File: config.mk
export PLATFORM = sky130hd
export DESIGN_NAME = multicycle_controller
export DESIGN_NICKNAME = d
export VERILOG_FILES = /design/src/rtl/multicycle_controller.sv
export SDC_FILE = /design/constraint.sdc
export NUM_CORES = 1
export LEC_CHECK = 0
export ABC_CLOCK_PERIOD_IN_PS = 1700
export BUFFER_PORTS_ARGS = -buffer_cell sky130_fd_sc_hd__buf_2
export CAP_MARGIN = 20
export CORE_MARGIN = 2
export CORE_UTILIZATION = 38
export DETAILED_ROUTE_END_ITERATION = 10
export MAX_ROUTING_LAYER = met4
export PLACE_DENSITY = 0.72
export SLEW_MARGIN = 10
export SYNTH_ARGS = -nofsm -noshare
export SYNTH_HDL_FRONTEND = slang
export SYNTH_SLANG_ARGS = --single-unit
File: constraint.sdc
create_clock -name clk -period 1.7 [get_ports clk]
set_clock_uncertainty 0.1 [all_clocks]
set_input_delay 0.51 -clock clk [delete_from_list [all_inputs] [get_ports clk]]
set_output_delay 0.51 -clock clk [all_outputs]
set_load 0.01 [all_outputs]
File: src/rtl/multicycle_controller.sv
// Multicycle CPU control FSM: Moore state decode plus mem_ready/zero-qualified strobes.
// Optional performance counters are enabled by defining MULTICYCLE_CTRL_PERFCNT_EN.
module multicycle_controller #(
  parameter int unsigned CNT_WIDTH = 64
) (
  input  logic                 clk,
  input  logic                 rst_n,
  input  logic [6:0]           opcode,
  input  logic                 zero,
  input  logic                 mem_ready,
  output logic                 pc_write,
  output logic                 ir_write,
  output logic                 reg_write,
  output logic                 mem_read,
  output logic                 mem_write,
  output logic                 iord,
  output logic                 alu_src_b,
  output logic                 mem_to_reg,
  output logic                 pc_src,
  output logic [1:0]           alu_op,
  output logic [3:0]           state,
  output logic                 retire,
  output logic                 illegal
`ifdef MULTICYCLE_CTRL_PERFCNT_EN
  ,
  output logic [CNT_WIDTH-1:0] cycle_count,
  output logic [CNT_WIDTH-1:0] instret_count
`endif
);

  typedef enum logic [3:0] {
    FETCH   = 4'd0,
    DECODE  = 4'd1,
    EXEC_R  = 4'd2,
    EXEC_I  = 4'd3,
    ADDR    = 4'd4,
    MEM_RD  = 4'd5,
    MEM_WR  = 4'd6,
    WB_ALU  = 4'd7,
    WB_MEM  = 4'd8,
    BRANCH  = 4'd9,
    ILLEGAL = 4'd10
  } state_t;

  localparam logic [6:0] OP_RTYPE  = 7'b0110011;
  localparam logic [6:0] OP_ITYPE  = 7'b0010011;
  localparam logic [6:0] OP_LOAD   = 7'b0000011;
  localparam logic [6:0] OP_STORE  = 7'b0100011;
  localparam logic [6:0] OP_BRANCH = 7'b1100011;

  state_t cur_state;
  state_t nxt_state;
  logic   illegal_q;

  always_ff @(posedge clk or negedge rst_n) begin
    if (!rst_n) begin
      cur_state <= FETCH;
      illegal_q <= 1'b0;
    end else begin
      cur_state <= nxt_state;
      if (nxt_state == ILLEGAL) begin
        illegal_q <= 1'b1;
      end
    end
  end

  always_comb begin
    nxt_state  = cur_state;
    pc_write   = 1'b0;
    ir_write   = 1'b0;
    reg_write  = 1'b0;
    mem_read   = 1'b0;
    mem_write  = 1'b0;
    iord       = 1'b0;
    alu_src_b  = 1'b0;
    mem_to_reg = 1'b0;
    pc_src     = 1'b0;
    alu_op     = 2'b00;
    retire     = 1'b0;
    case (cur_state)
      FETCH: begin
        mem_read = 1'b1;
        ir_write = mem_ready;
        pc_write = mem_ready;
        if (mem_ready) begin
          nxt_state = DECODE;
        end
      end
      DECODE: begin
        case (opcode)
          OP_RTYPE:           nxt_state = EXEC_R;
          OP_ITYPE:           nxt_state = EXEC_I;
          OP_LOAD, OP_STORE:  nxt_state = ADDR;
          OP_BRANCH:          nxt_state = BRANCH;
          default:            nxt_state = ILLEGAL;
        endcase
      end
      EXEC_R: begin
        alu_op    = 2'b10;
        nxt_state = WB_ALU;
      end
      EXEC_I: begin
        alu_src_b = 1'b1;
        alu_op    = 2'b11;
        nxt_state = WB_ALU;
      end
      ADDR: begin
        // Only loads and stores reach ADDR, so anything not a load is a store.
        alu_src_b = 1'b1;
        nxt_state = (opcode == OP_LOAD) ? MEM_RD : MEM_WR;
      end
      MEM_RD: begin
        mem_read = 1'b1;
        iord     = 1'b1;
        if (mem_ready) begin
          nxt_state = WB_MEM;
        end
      end
      MEM_WR: begin
        mem_write = 1'b1;
        iord      = 1'b1;
        if (mem_ready) begin
          retire    = 1'b1;
          nxt_state = FETCH;
        end
      end
      WB_ALU: begin
        reg_write = 1'b1;
        retire    = 1'b1;
        nxt_state = FETCH;
      end
      WB_MEM: begin
        reg_write  = 1'b1;
        mem_to_reg = 1'b1;
        retire     = 1'b1;
        nxt_state  = FETCH;
      end
      BRANCH: begin
        alu_op    = 2'b01;
        pc_src    = 1'b1;
        pc_write  = zero;
        retire    = 1'b1;
        nxt_state = FETCH;
      end
      ILLEGAL: begin
        nxt_state = ILLEGAL;
      end
      default: begin
        nxt_state = FETCH;
      end
    endcase
  end

  assign state   = cur_state;
  assign illegal = illegal_q;

`ifdef MULTICYCLE_CTRL_PERFCNT_EN
  always_ff @(posedge clk or negedge rst_n) begin
    if (!rst_n) begin
      cycle_count   <= '0;
      instret_count <= '0;
    end else begin
      if (cur_state != ILLEGAL) begin
        cycle_count <= cycle_count + CNT_WIDTH'(1);
      end
      if (retire) begin
        instret_count <= instret_count + CNT_WIDTH'(1);
      end
    end
  end
`endif

endmodule

==> impl_table.tex, run 1 <==
\begin{tabular}{lr}
\hline
Metric & Value \\
\hline
\multicolumn{2}{l}{\textbf{Timing}} \\
\quad Max-slew violation count & 0 \\
\quad Unrepaired setup endpoints after global routing & yes \\
\quad F\_max & 0.4770 GHz \\
\quad Final critical-path setup slack & -0.3963 ns \\
\quad Final Hold Slack & about 0.38 ns \\
\quad Number of setup violations in the final report & 14 \\
\quad Relative slew slack & 0.7928 \\
\quad Tmin final & roughly 2.1 ns \\
\quad Final Hold Vio Count & 0 \\
\quad Worst Max-Slew Pin Slew & between 0.3 and 0.4 ns \\
\quad Share of the clock period used by the worst path & 1.233 \\
\multicolumn{2}{l}{\textbf{Synthesis}} \\
\quad Cell count after synthesis & 61 \\
\quad Post-synth top area cell & sky130\_fd\_sc\_hd\_\_dfrtp\_1 \\
\quad Most common flop cell mapped by yosys & sky130\_fd\_sc\_hd\_\_dfrtp\_1 \\
\quad Top post-synthesis cells by count & sky130\_fd\_sc\_hd\_\_nor2\_1, sky130\_fd\_sc\_hd\_\_dfrtp\_1, sky130\_fd\_sc\_hd\_\_a21oi\_1, sky130\_fd\_sc\_hd\_\_nand2b\_1 \\
\quad Post-Synthesis Net Count & between 70 and 80 \\
\quad Number of enable flip-flop cells after synthesis & 0 \\
\quad Netlist cell types & 33 \\
\quad Yosys warns & 0 \\
\quad Portion of the post-synthesis area used by sequential elements & 0.2392 \\
\quad Dominant cells by area after synthesis & sky130\_fd\_sc\_hd\_\_dfrtp\_1, sky130\_fd\_sc\_hd\_\_nor4b\_2, sky130\_fd\_sc\_hd\_\_nor2\_1, sky130\_fd\_sc\_hd\_\_nand4bb\_4, sky130\_fd\_sc\_hd\_\_nand2b\_1 \\
\quad Number of register bits inferred by synthesis & 5 \\
\quad Share of async-settable or async-resettable flops after synthesis & 1.000 \\
\quad Cell area after synthesis & about 520 µm² \\
\quad Proportion of netlist area held by the largest area contributor & 0.2392 \\
\quad Most frequent cell after synthesis & sky130\_fd\_sc\_hd\_\_nor2\_1 \\
\quad Synthesized area per cell & roughly 8.6 µm² \\
\multicolumn{2}{l}{\textbf{Global route}} \\
\quad Grt ovf & 0 \\
\quad Global-route wire length before repair & about 2.9 mm \\
\quad GRT Util Overall & 0.2718 \\
\quad Number of global-route vias before repair & between 600 and 700 \\
\quad Pin count of the biggest net entering global routing & 11 \\
\quad Number of antenna violations at the first check in global routing & 0 \\
\multicolumn{2}{l}{\textbf{Hold path}} \\
\quad Capture endpoint of the worst hold path & illegal \\
\quad Worst min path class & reg2reg \\
\quad Cell depth of the worst hold path & 1 \\
\quad Hold Path Origin & illegal \\
\multicolumn{2}{l}{\textbf{Drt}} \\
\quad Vias per cell & $\sim$5.3 \\
\quad Mean routed wirelength per cell & $\sim$15 µm \\
\quad Post-detailed-route count of antenna-violating nets & 0 \\
\quad Via count & roughly 680 \\
\quad DRT iter0 DRCs & 3 \\
\quad Post-detailed-routing wire length & roughly 1.8 mm \\
\quad Drc violations & 0 \\
\quad First-pass DRT Iterations & 2 \\
\multicolumn{2}{l}{\textbf{Place}} \\
\quad RePlAce Congestion & approximately 0.8 \\
\quad Post-DP HPWL & $\sim$1.2 mm \\
\quad Number of buffer cells added on primary ports & 27 \\
\quad Worst Setup Slack post-DPL & -0.1547 ns \\
\quad Cell area after placement & around 830 µm² \\
\multicolumn{2}{l}{\textbf{Clock tree}} \\
\quad CTS tree & yes \\
\quad Deepest level of the CTS H-tree & 1 \\
\quad Count of clock tree sinks & 5 \\
\quad CTS root buffer & sky130\_fd\_sc\_hd\_\_clkbuf\_4 \\
\quad Latest clock arrival within the worst-skew pair & between 0.2 and 0.3 ns \\
\quad Buffers from clock root to sink, at most & 2 \\
\quad CTS clock-pin slew for the worst setup and hold paths & 0.05 ns \\
\quad Number of buffers inserted during clock tree synthesis & 3 \\
\multicolumn{2}{l}{\textbf{Cells and area}} \\
\quad Share of layout cells above drive strength 1 & 0.6696 \\
\quad Total number of nets in the final design & around 120 \\
\quad Area of the multi-input gates & approximately 460 µm² \\
\quad Design Area, Final & roughly 1000 µm² \\
\quad FF/Latch Area & roughly 130 µm² \\
\quad Final-layout fill cell count & 86 \\
\quad Total inserted antenna cells & 0 \\
\quad Signed area change from the synthesized netlist to the final layout & 92.82\% \\
\multicolumn{2}{l}{\textbf{Power}} \\
\quad Power per cell area & 1906 nW/µm² \\
\quad Max rail drop VDD & slightly above 0.9 mV \\
\quad Switching Fraction & 0.4459 \\
\quad Leak Pwr & 0.4549 nW \\
\quad Sw power & around 0.86 mW \\
\quad Sequential cell fraction of total power & 0.149 \\
\quad Relative contribution of the clock network to total power & 0.081 \\
\quad Portion of total power attributed to combinational logic & 0.770 \\
\quad Cell-internal power & around 1.1 mW \\
\multicolumn{2}{l}{\textbf{Job}} \\
\quad Max Cap Viol & 0 \\
\multicolumn{2}{l}{\textbf{Worst setup path}} \\
\quad Worst path arrival time & $\sim$1.5 ns \\
\quad RR Endpoint & state[0] \\
\quad Highest fanout seen on the critical path & 6 \\
\quad Count of cells along the worst register-to-register path & 7 \\
\quad Reg-to-reg startpoint & state[2] \\
\quad Critical path capture point type & output port \\
\quad Critical Setup Path Class & reg2out \\
\quad Slack of the worst reg-to-reg path & -0.05 ns \\
\quad CP Launch Type & flip-flop \\
\quad Data required time of the worst path & roughly 1.1 ns \\
\multicolumn{2}{l}{\textbf{Status}} \\
\quad Violated checks & setup timing \\
\quad Outcome & finished with violations \\
\multicolumn{2}{l}{\textbf{Floorplan}} \\
\quad Standard-cell rows & 13 \\
\quad Count of boundary I/O pins & 28 \\
\quad Initial Util & 0.4019 \\
\quad Horiz. Die Dim & just over 40 µm \\
\quad Die Outline Area & roughly 1700 µm² \\
\quad Floorplan die height & 41.10 µm \\
\quad Core footprint & between 1000 and 1500 µm² \\
\hline
\end{tabular}
==> per-layer routing <==
layer  up-vias  part of all wire  GRT usage
met5         -                 0          -
met4         0             0.014     0.1290
met3         2             0.034    0.05435
met2        25              0.57     0.5117
met1       321              0.39     0.2597
li1        329                 -          -
==> per-stage QoR <==
step                      power [mW]  utilization  std cells  TNS (ns)
after floorplan               0.9704            -         61   -0.1112
after global placement         1.365       0.6375        116   -0.3124
after detailed placement       1.388       0.6375        116   -0.3781
after CTS                      1.814       0.7558        127    -3.091
after global routing           2.068       0.7750        127    -4.019
final                          1.922       0.7750        127    -3.135
==> timing repair <==
item	in CTS	in global routing
resized for setup	16	7
hold endpoints to repair	5	0
buffers inserted	6	3
setup endpoints to repair	12	14
hold buffers	1	0
pin swaps	5	7
==> registers in the layout, indices dropped and copies added, names as in the netlist <==
signal / count
state: 4
illegal: 1
==> power by group through the flow <==
stage	clock [mW]	combinational (mW)	sequential [mW]
2_1_floorplan	0	0.673	0.297
3_3_place_gp	0	1.08	0.288
3_5_place_dp	0	1.10	0.288
4_1_cts	0.149	1.38	0.280
5_1_grt	0.167	1.61	0.294
6_report	0.155	1.48	0.287
==> placed cells by master (no fill, tap or decap), types with 2 or more instances in the layout <==
cell	count
sky130_fd_sc_hd__dfrtp_2	4
sky130_fd_sc_hd__buf_2	24
sky130_fd_sc_hd__nor3_1	3
sky130_fd_sc_hd__o22ai_2	2
sky130_fd_sc_hd__o21ai_1	3
sky130_fd_sc_hd__clkbuf_4	3
sky130_fd_sc_hd__buf_6	10
sky130_fd_sc_hd__buf_4	15
sky130_fd_sc_hd__nor2_2	2
sky130_fd_sc_hd__a21o_1	2
sky130_fd_sc_hd__a21oi_1	3
sky130_fd_sc_hd__nor4b_4	2
sky130_fd_sc_hd__nor2_1	5
sky130_fd_sc_hd__nand2b_1	4
==> logic make-up after synthesis <==
logic type	share of synthesized area
simple gates	0.4474
compound gates	0.2321
flops	0.2392
buf+inv	0.04784
xor+xnor	0.03350
==> area by class of cell <==
| cell class | count | share of cell area |
|---|---|---|
| clock buffer | 4 | 0.02605 |
| timing repair buffer | 51 | 0.3672 |
| multi-input combinational | 52 | 0.4591 |
| tap | 15 | 0.01861 |
| sequential | 5 | 0.1290 |
==> worst max-delay path by stage <==
stage,startpoint,end,slack [ns],cells after the start
3_5_place_dp,mem_ready,retire,-0.15,5
6_report,state[3],retire,-0.40,5
2_1_floorplan,state[2],retire,-0.06,4
4_1_cts,state[3],retire,-0.38,5
3_3_place_gp,mem_ready,retire,-0.15,5
5_1_grt,state[3],retire,-0.43,5
==> critical path, stage by stage (launching register included) <==
cell and delay, ns:
sky130_fd_sc_hd__dfrtp_2 0.45, sky130_fd_sc_hd__nand2b_4 0.10, sky130_fd_sc_hd__nor3_4 0.05, sky130_fd_sc_hd__o21bai_4 0.17, sky130_fd_sc_hd__or3_4 0.33, sky130_fd_sc_hd__buf_6 0.13
Power figures use the tool's default switching activity.
==> run 2, diff against run 1 <==
ABC_AREA = 1   (was default)
ABC_CLOCK_PERIOD_IN_PS = 2300   (was 1700)
CORE_AREA = 2 2 39 41   (was default)
CORE_MARGIN = default   (was 2)
CORE_UTILIZATION = default   (was 38)
DIE_AREA = 0 0 41 43   (was default)
PLACE_DENSITY = 0.69   (was 0.72)
clock period = 2.3 ns   (was 1.7 ns; I/O delays follow)
==> run 2 against run 1 <==
Critical endpoint unchanged. Setup slack improved by 0.52 ns. First-iteration DRC count rose to 4.0 times the previous value. Routed wire length fell by 37%. Design area fell by 34%. Largest power group unchanged. Critical path type unchanged. Synthesized cell count rose by 36%. Highest routed layer is now met3. Critical path depth rose by 2. Non-clock buffer count fell by 24. Area after synthesis fell by 6.7%. Total power fell by 60%. Final cell count rose by 2.4%. The flow now finishes without violations. Largest cell class unchanged.
==> impl_table.tex, run 2 <==
\begin{tabular}{lr}
\hline
Metric & Value \\
\hline
\multicolumn{2}{l}{\textbf{Status}} \\
\quad Outcome & finished clean \\
\multicolumn{2}{l}{\textbf{Timing}} \\
\quad Final Hold Vio Count & 0 (unchanged) \\
\quad Relative slew slack & 0.7649 (-0.02784) \\
\quad Final sum of negative setup slack & 0 ns (+3.135 ns) \\
\quad Worst Max-Slew Pin Slew & 0.3513 ns (+0.04177 ns) \\
\quad Share of the clock period used by the worst path & 0.9460 \\
\quad Final critical-path setup slack & 0.1242 ns (+0.5205 ns) \\
\quad Unrepaired setup endpoints after global routing & no \\
\quad Number of setup violations in the final report & 0 (-14) \\
\quad F\_max & around 0.46 GHz \\
\quad Tmin final & between 2 and 2.5 ns \\
\quad Max-slew violation count & 0 (unchanged) \\
\multicolumn{2}{l}{\textbf{Cells and area}} \\
\quad Signed area change from the synthesized netlist to the final layout & 37.18\% \\
\quad Commonest cells after routing, fill and taps aside & sky130\_fd\_sc\_hd\_\_buf\_2, sky130\_fd\_sc\_hd\_\_nand2\_1, sky130\_fd\_sc\_hd\_\_inv\_1, sky130\_fd\_sc\_hd\_\_nor2\_1, sky130\_fd\_sc\_hd\_\_nand3\_1 \\
\quad Total inserted antenna cells & 0 (unchanged) \\
\quad Total number of nets in the final design & 126 (+1.6\%) \\
\quad Leading cell type in the layout, fill and taps excluded & sky130\_fd\_sc\_hd\_\_buf\_2 \\
\quad Flip-flop count of the largest register after layout & 4 (unchanged) \\
\quad Share of layout cells above drive strength 1 & 0.3509 (-0.3188) \\
\multicolumn{2}{l}{\textbf{Clock tree}} \\
\quad Number of buffers inserted during clock tree synthesis & 3 (unchanged) \\
\quad Post-CTS Hold Fix Bufs & 0 (-1) \\
\quad CTS clock-pin slew for the worst setup and hold paths & 0.04 ns (about the same) \\
\quad Deepest level of the CTS H-tree & 1 (unchanged) \\
\quad Count of instances resized after the clock tree is built & 0 (-16) \\
\quad CTS root buffer & sky130\_fd\_sc\_hd\_\_clkbuf\_4 \\
\quad Number of post-CTS setup repair buffers & 0 (-6) \\
\quad Count of clock tree sinks & 5 (unchanged) \\
\quad Buffers from clock root to sink, at most & 2 (unchanged) \\
\quad CTS tree & yes \\
\quad Latest clock arrival within the worst-skew pair & 0.23 ns (-0.03 ns) \\
\multicolumn{2}{l}{\textbf{Place}} \\
\quad Number of buffer cells added on primary ports & 27 (unchanged) \\
\quad RePlAce Congestion & 0.7842 (-0.19\%) \\
\quad Post-DP HPWL & 988.8 µm (-16\%) \\
\quad Worst Setup Slack post-DPL & 0.3443 ns (+0.4990 ns) \\
\multicolumn{2}{l}{\textbf{Worst setup path}} \\
\quad Max stage delay on crit path & 0.43 ns (-0.02 ns) \\
\quad Worst path arrival time & 1.39 ns (-0.10 ns) \\
\quad Critical path capture point type & output port \\
\quad RR Endpoint & illegal \\
\quad Count of cells along the worst register-to-register path & 8 (+1) \\
\quad Critical-path top delay cell & sky130\_fd\_sc\_hd\_\_dfrtp\_1 \\
\quad Data required time of the worst path & 1.51 ns (+0.42 ns) \\
\quad Cell repeated most along the worst path & sky130\_fd\_sc\_hd\_\_inv\_1 \\
\quad Reg-to-reg startpoint & state[1] \\
\quad Critical Setup Path Class & reg2out \\
\quad Highest fanout seen on the critical path & 5 (-1) \\
\quad CP Launch Type & flip-flop \\
\quad Cells along the critical path & inv\_1 > nor2\_2 > inv\_1 > nor2\_1 > inv\_1 > o211ai\_1 > buf\_2 \\
\quad Slack of the worst reg-to-reg path & 0.89 ns (+0.94 ns) \\
\multicolumn{2}{l}{\textbf{Power}} \\
\quad Leak Pwr & 0.4308 nW (-5.3\%) \\
\quad Max rail drop VDD & 0.3834 mV (-58\%) \\
\quad Power per cell area & 1145 nW/µm² (-40\%) \\
\multicolumn{2}{l}{\textbf{Synthesis}} \\
\quad Arithmetic-cell share of the synthesized area counting full adders, half adders and majority gates & 0 (unchanged) \\
\quad Dominant cells by area after synthesis & sky130\_fd\_sc\_hd\_\_dfrtp\_1, sky130\_fd\_sc\_hd\_\_nand2\_1, sky130\_fd\_sc\_hd\_\_inv\_1, sky130\_fd\_sc\_hd\_\_nand3\_1, sky130\_fd\_sc\_hd\_\_nor2\_1 \\
\quad Synthesized area per cell & 5.879 µm² (-31\%) \\
\quad Cell count after synthesis & 83 (+36\%) \\
\quad Share of synthesized area spent on multiplexers & 0 (unchanged) \\
\quad Portion of the post-synthesis area used by sequential elements & 0.2564 (+0.01718) \\
\quad Number of enable flip-flop cells after synthesis & 0 (unchanged) \\
\quad Complex-gate fraction of the synthesized area & 0.05641 (-0.1756) \\
\quad Post-synthesis simple-gate area fraction & 0.5487 (+0.1013) \\
\quad Share of async-settable or async-resettable flops after synthesis & 1.000 (unchanged) \\
\quad Most common flop cell mapped by yosys & sky130\_fd\_sc\_hd\_\_dfrtp\_1 \\
\quad Post-Synthesis Net Count & 94 (+31\%) \\
\quad Xor/xnor cell area share of the yosys netlist & 0 (-0.03349) \\
\quad Post-synth top area cell & sky130\_fd\_sc\_hd\_\_dfrtp\_1 \\
\quad Netlist cell types & 18 (-45\%) \\
\quad Top post-synthesis cells by count & sky130\_fd\_sc\_hd\_\_nand2\_1, sky130\_fd\_sc\_hd\_\_inv\_1, sky130\_fd\_sc\_hd\_\_nor2\_1 \\
\quad Proportion of netlist area held by the largest area contributor & 0.2564 (+0.01718) \\
\quad Cell area after synthesis & 488.0 µm² (-6.7\%) \\
\quad Most frequent cell after synthesis & sky130\_fd\_sc\_hd\_\_nand2\_1 \\
\quad Yosys warns & 0 (unchanged) \\
\quad Number of register bits inferred by synthesis & 5 (unchanged) \\
\quad Main combinational cell family by area after synthesis & simple AND/OR/NAND/NOR gates \\
\multicolumn{2}{l}{\textbf{Drt}} \\
\quad Via count & 599 (-12\%) \\
\quad Vias per cell & 4.608 (-14\%) \\
\quad DRT iter0 DRCs & 12 (+9) \\
\quad First-pass DRT Iterations & 4 (+2) \\
\quad Mean routed wirelength per cell & 9.000 µm (-38\%) \\
\quad Post-detailed-route count of antenna-violating nets & 0 (unchanged) \\
\quad Post-detailed-routing wire length & 1.170 mm (-37\%) \\
\quad Drc violations & 0 (unchanged) \\
\multicolumn{2}{l}{\textbf{Global route}} \\
\quad Grt ovf & 0 (unchanged) \\
\quad GRT Util Overall & 0.1663 (-0.1055) \\
\quad Number of global-route vias before repair & 510 (-23\%) \\
\quad Pin count of the biggest net entering global routing & 8 (-3) \\
\quad Number of antenna violations at the first check in global routing & 0 (unchanged) \\
\quad Global-route wire length before repair & 1.918 mm (-33\%) \\
\multicolumn{2}{l}{\textbf{Job}} \\
\quad Max Cap Viol & 0 (unchanged) \\
\multicolumn{2}{l}{\textbf{Floorplan}} \\
\quad Floorplan die height & 43 µm (+4.6\%) \\
\quad Initial Util & 0.3526 (-0.04930) \\
\quad Die Outline Area & 1763 µm² (+4.4\%) \\
\quad Core footprint & 1384 µm² (+6.3\%) \\
\quad Standard-cell rows & 14 (+1) \\
\quad Horiz. Die Dim & 41 µm (-0.24\%) \\
\quad Count of boundary I/O pins & 28 (unchanged) \\
\multicolumn{2}{l}{\textbf{Hold path}} \\
\quad Worst min path class & in2async \\
\hline
\end{tabular}
## run 2: metrics by stage
step	power, mW	instances	hold WS, ns	instance area, µm²	util
after floorplan	0.4981	83	0.2944	488.0	-
after global placement	0.6659	126	0.3443	643.1	0.4647
after CTS	0.7720	130	0.1543	669.4	0.4837
after detailed placement	0.6716	126	0.3488	643.1	0.4647
after global routing	0.8525	130	0.1649	669.4	0.4837
final	0.7668	130	0.1563	669.4	0.4837
## run 2: cells by family (layout without fill, tap and decap cells)
logic type      after synthesis  in the layout
buf+inv                      18             49
compound gates                5              5
flops                         5              5
simple gates                 55             55
## run 2: worst max path at each step
stage / startpoint / cells past startpoint / slack, ns / endpoint
global route: state[3] / 7 / 0.02 / pc_write
finish: state[3] / 7 / 0.12 / retire
CTS: state[3] / 7 / 0.12 / retire
floorplan: state[3] / 6 / 0.35 / retire
detailed placement: mem_ready / 4 / 0.34 / pc_write
global placement: mem_ready / 4 / 0.35 / retire
## run 2: cell type report
type / instances / area [µm²]
Sequential cell: 5 / 125.1
Tap cell: 16 / 20.02
Timing Repair Buffer: 27 / 135.1
Multi-Input combinational cell: 60 / 295.3
Inverter: 18 / 67.56
Clock buffer: 4 / 26.28
Fill cell: 153 / 714.4
## run 2: where the power goes
part	leakage [nW]	total [mW]	internal, mW	switching, mW
clock	0.0150	0.0953	0.0652	0.0301
sequential	0.0589	0.174	0.121	0.0533
combinational	0.357	0.497	0.184	0.313
## run 2: layer usage
layer / vias up / global-route usage / share of wire / routed length, µm
li1: 320 / - / - / -
met1: 252 / 0.1694 / 0.40 / 468
met2: 27 / 0.2844 / 0.52 / 612
met3: 0 / 0.03141 / 0.076 / 89
met4: 0 / 0.08000 / 0 / 0
met5: - / - / 0 / 0
## run 2: critical path, delay by kind of cell, from the launching register on
family | cells | cell delay, ns
compound gates | 1 | 0.08
buf+inv | 4 | 0.38
flops | 1 | 0.43
simple gates | 2 | 0.26
==> run 3, diff against run 2 <==
MAX_ROUTING_LAYER = default   (was met4)
==> run 3 against run 2 <==
Flip-flop and latch count stayed put. Routed wire length rose by 0.43%. Sequential share of layout area did not move. Global-route usage decreased by 0.40 points. Critical endpoint unchanged. First-iteration DRC count down 8.3%. Largest power group unchanged.
==> impl_table.tex, run 3 (synthesis gave the netlist of run 2 again) <==
\begin{tabular}{lr}
\hline
Metric & Value \\
\hline
\multicolumn{2}{l}{\textbf{Global route}} \\
\quad Pin count of the biggest net entering global routing & 8 (unchanged) \\
\quad Grt ovf & 0 (unchanged) \\
\quad Number of global-route vias before repair & 510 (unchanged) \\
\quad GRT Util Overall & 0.1623 (-0.004048) \\
\quad Global-route wire length before repair & 1.918 mm (unchanged) \\
\quad Number of antenna violations at the first check in global routing & 0 (unchanged) \\
\multicolumn{2}{l}{\textbf{Worst setup path}} \\
\quad CP Launch Type & flip-flop \\
\quad Critical Setup Path Class & reg2out \\
\quad Slack of the worst reg-to-reg path & 0.89 ns (about the same) \\
\quad Worst path arrival time & 1.39 ns (about the same) \\
\quad Critical path capture point type & output port \\
\quad Highest fanout seen on the critical path & 5 (unchanged) \\
\quad Data required time of the worst path & 1.51 ns (about the same) \\
\multicolumn{2}{l}{\textbf{Drt}} \\
\quad Detailed route wirelength on metal2 & 581 µm (-5.1\%) \\
\quad Mean routed wirelength per cell & 9.038 µm (+0.43\%) \\
\quad First-pass DRT Iterations & 4 (unchanged) \\
\quad Post-detailed-routing wire length & 1.175 mm (+0.43\%) \\
\quad Vias per cell & 4.631 (+0.50\%) \\
\quad Drc violations & 0 (unchanged) \\
\quad Routed met1 length & 477 µm (+1.9\%) \\
\quad Total length of routed met3 wires & 92 µm (+3.4\%) \\
\quad Highest metal layer used by the detailed router & met4 \\
\quad Via count & 602 (+0.50\%) \\
\quad Post-detailed-route count of antenna-violating nets & 0 (unchanged) \\
\quad DRT iter0 DRCs & 11 (-1) \\
\multicolumn{2}{l}{\textbf{Timing}} \\
\quad Tmin final & 2.176 ns (+0.0003610 ns) \\
\quad Final sum of negative setup slack & 0 ns (unchanged) \\
\quad Share of the clock period used by the worst path & 0.9461 (about the same) \\
\quad Final Hold Vio Count & 0 (unchanged) \\
\quad Worst Max-Slew Pin Slew & 0.3495 ns (-0.001798 ns) \\
\quad Number of setup violations in the final report & 0 (unchanged) \\
\quad F\_max & 0.4595 GHz (about the same) \\
\quad Relative slew slack & 0.7661 (+0.001204) \\
\quad Unrepaired setup endpoints after global routing & no \\
\quad Max-slew violation count & 0 (unchanged) \\
\multicolumn{2}{l}{\textbf{Cells and area}} \\
\quad Leading cell type in the layout, fill and taps excluded & sky130\_fd\_sc\_hd\_\_buf\_2 \\
\quad Flip-flop count of the largest register after layout & 4 (unchanged) \\
\quad Commonest cells after routing, fill and taps aside & sky130\_fd\_sc\_hd\_\_buf\_2, sky130\_fd\_sc\_hd\_\_nand2\_1, sky130\_fd\_sc\_hd\_\_inv\_1, sky130\_fd\_sc\_hd\_\_nor2\_1, sky130\_fd\_sc\_hd\_\_nand3\_1 \\
\quad Final-layout fill cell count & 153 (unchanged) \\
\quad Share of layout cells above drive strength 1 & 0.3509 (unchanged) \\
\quad Util after Layout & 0.4837 (unchanged) \\
\quad Total number of nets in the final design & 126 (unchanged) \\
\quad Total inserted antenna cells & 0 (unchanged) \\
\quad Signed area change from the synthesized netlist to the final layout & 37.18\% (unchanged) \\
\multicolumn{2}{l}{\textbf{Clock tree}} \\
\quad Count of clock tree sinks & 5 (unchanged) \\
\quad Latest clock arrival within the worst-skew pair & 0.23 ns (about the same) \\
\quad CTS tree & yes \\
\quad CTS clock-pin slew for the worst setup and hold paths & 0.04 ns (about the same) \\
\quad Buffers from clock root to sink, at most & 2 (unchanged) \\
\quad Post-CTS Hold Fix Bufs & 0 (unchanged) \\
\quad Count of instances resized after the clock tree is built & 0 (unchanged) \\
\quad Number of post-CTS setup repair buffers & 0 (unchanged) \\
\quad Number of buffers inserted during clock tree synthesis & 3 (unchanged) \\
\quad Deepest level of the CTS H-tree & 1 (unchanged) \\
\quad CTS root buffer & sky130\_fd\_sc\_hd\_\_clkbuf\_4 \\
\multicolumn{2}{l}{\textbf{Floorplan}} \\
\quad Count of boundary I/O pins & 28 (unchanged) \\
\quad Core footprint & 1384 µm² (unchanged) \\
\quad Initial Util & 0.3526 (unchanged) \\
\quad Floorplan die height & 43 µm (unchanged) \\
\quad Die Outline Area & 1763 µm² (unchanged) \\
\quad Standard-cell rows & 14 (unchanged) \\
\quad Horiz. Die Dim & 41 µm (unchanged) \\
\multicolumn{2}{l}{\textbf{Job}} \\
\quad Max Cap Viol & 0 (unchanged) \\
\multicolumn{2}{l}{\textbf{Power}} \\
\quad Power per cell area & 1147 nW/µm² (+0.11\%) \\
\quad Relative contribution of the clock network to total power & 0.124 (about the same) \\
\quad Max rail drop VDD & 0.3826 mV (-0.21\%) \\
\quad Cell-internal power & 0.3702 mW (about the same) \\
\quad Switching Fraction & 0.5178 (about the same) \\
\quad Portion of total power attributed to combinational logic & 0.649 (about the same) \\
\quad Sw power & 0.3975 mW (+0.21\%) \\
\quad Sequential cell fraction of total power & 0.227 (about the same) \\
\quad Leak Pwr & 0.4308 nW (unchanged) \\
\multicolumn{2}{l}{\textbf{Hold path}} \\
\quad Worst min path class & in2async \\
\multicolumn{2}{l}{\textbf{Place}} \\
\quad Post-DP HPWL & 988.8 µm (unchanged) \\
\quad Number of buffer cells added on primary ports & 27 (unchanged) \\
\quad RePlAce Congestion & 0.7737 (-1.3\%) \\
\multicolumn{2}{l}{\textbf{Status}} \\
\quad Outcome & finished clean \\
\hline
\end{tabular}
[run 3: path summary, 6_finish.rpt]
check,from,to,cells past startpoint
setup / recovery,state[3],retire,7
hold / removal,rst_n,illegal,1
setup reg to reg,state[1],illegal,8
hold reg to reg,illegal,illegal,2
max in group asynchronous,rst_n,state[0],1
min in group clk,illegal,illegal,2
[run 3: layout make-up]
cell class	instances	area [µm²]	share of cell area
inverter	18	67.56	0.1009
multi-input combinational	60	295.3	0.4411
tap	16	20.02	0.02991
timing repair buffer	27	135.1	0.2019
clock buffer	4	26.28	0.03925
sequential	5	125.1	0.1869
[run 3: stage by stage]
step	cells	hold WS (ns)	cell area, µm²	power, mW	setup WS [ns]
after floorplan	83	0.2944	488.0	0.4981	0.3461
after global placement	126	0.3443	643.1	0.6659	0.3493
after detailed placement	126	0.3488	643.1	0.6716	0.3443
after CTS	130	0.1543	669.4	0.7720	0.1177
after global routing	130	0.1649	669.4	0.8525	0.01667
final	130	0.1567	669.4	0.7676	0.1239
[run 3: routing by layer]
layer,GRT usage,vias to the layer above
met1,0.1694,254
met2,0.2844,27
li1,-,319
met4,0.08000,0
met5,0,-
met3,0.03141,2
[run 3: power groups by stage]
| stage | clock network (mW) | registers [mW] | logic [mW] |
|---|---|---|---|
| 2_1_floorplan | 0 | 0.184 | 0.314 |
| 3_3_place_gp | 0 | 0.172 | 0.494 |
| 3_5_place_dp | 0 | 0.175 | 0.497 |
| 4_1_cts | 0.0983 | 0.174 | 0.500 |
| 5_1_grt | 0.101 | 0.180 | 0.572 |
| 6_report | 0.0951 | 0.174 | 0.498 |
[run 3: worst max-delay path: stages (launching register included)]
cell	delay (ns)
sky130_fd_sc_hd__dfrtp_1	0.43
sky130_fd_sc_hd__inv_1	0.09
sky130_fd_sc_hd__nor2_2	0.10
sky130_fd_sc_hd__inv_1	0.07
sky130_fd_sc_hd__nor2_1	0.16
sky130_fd_sc_hd__inv_1	0.07
sky130_fd_sc_hd__o211ai_1	0.08
sky130_fd_sc_hd__buf_2	0.15
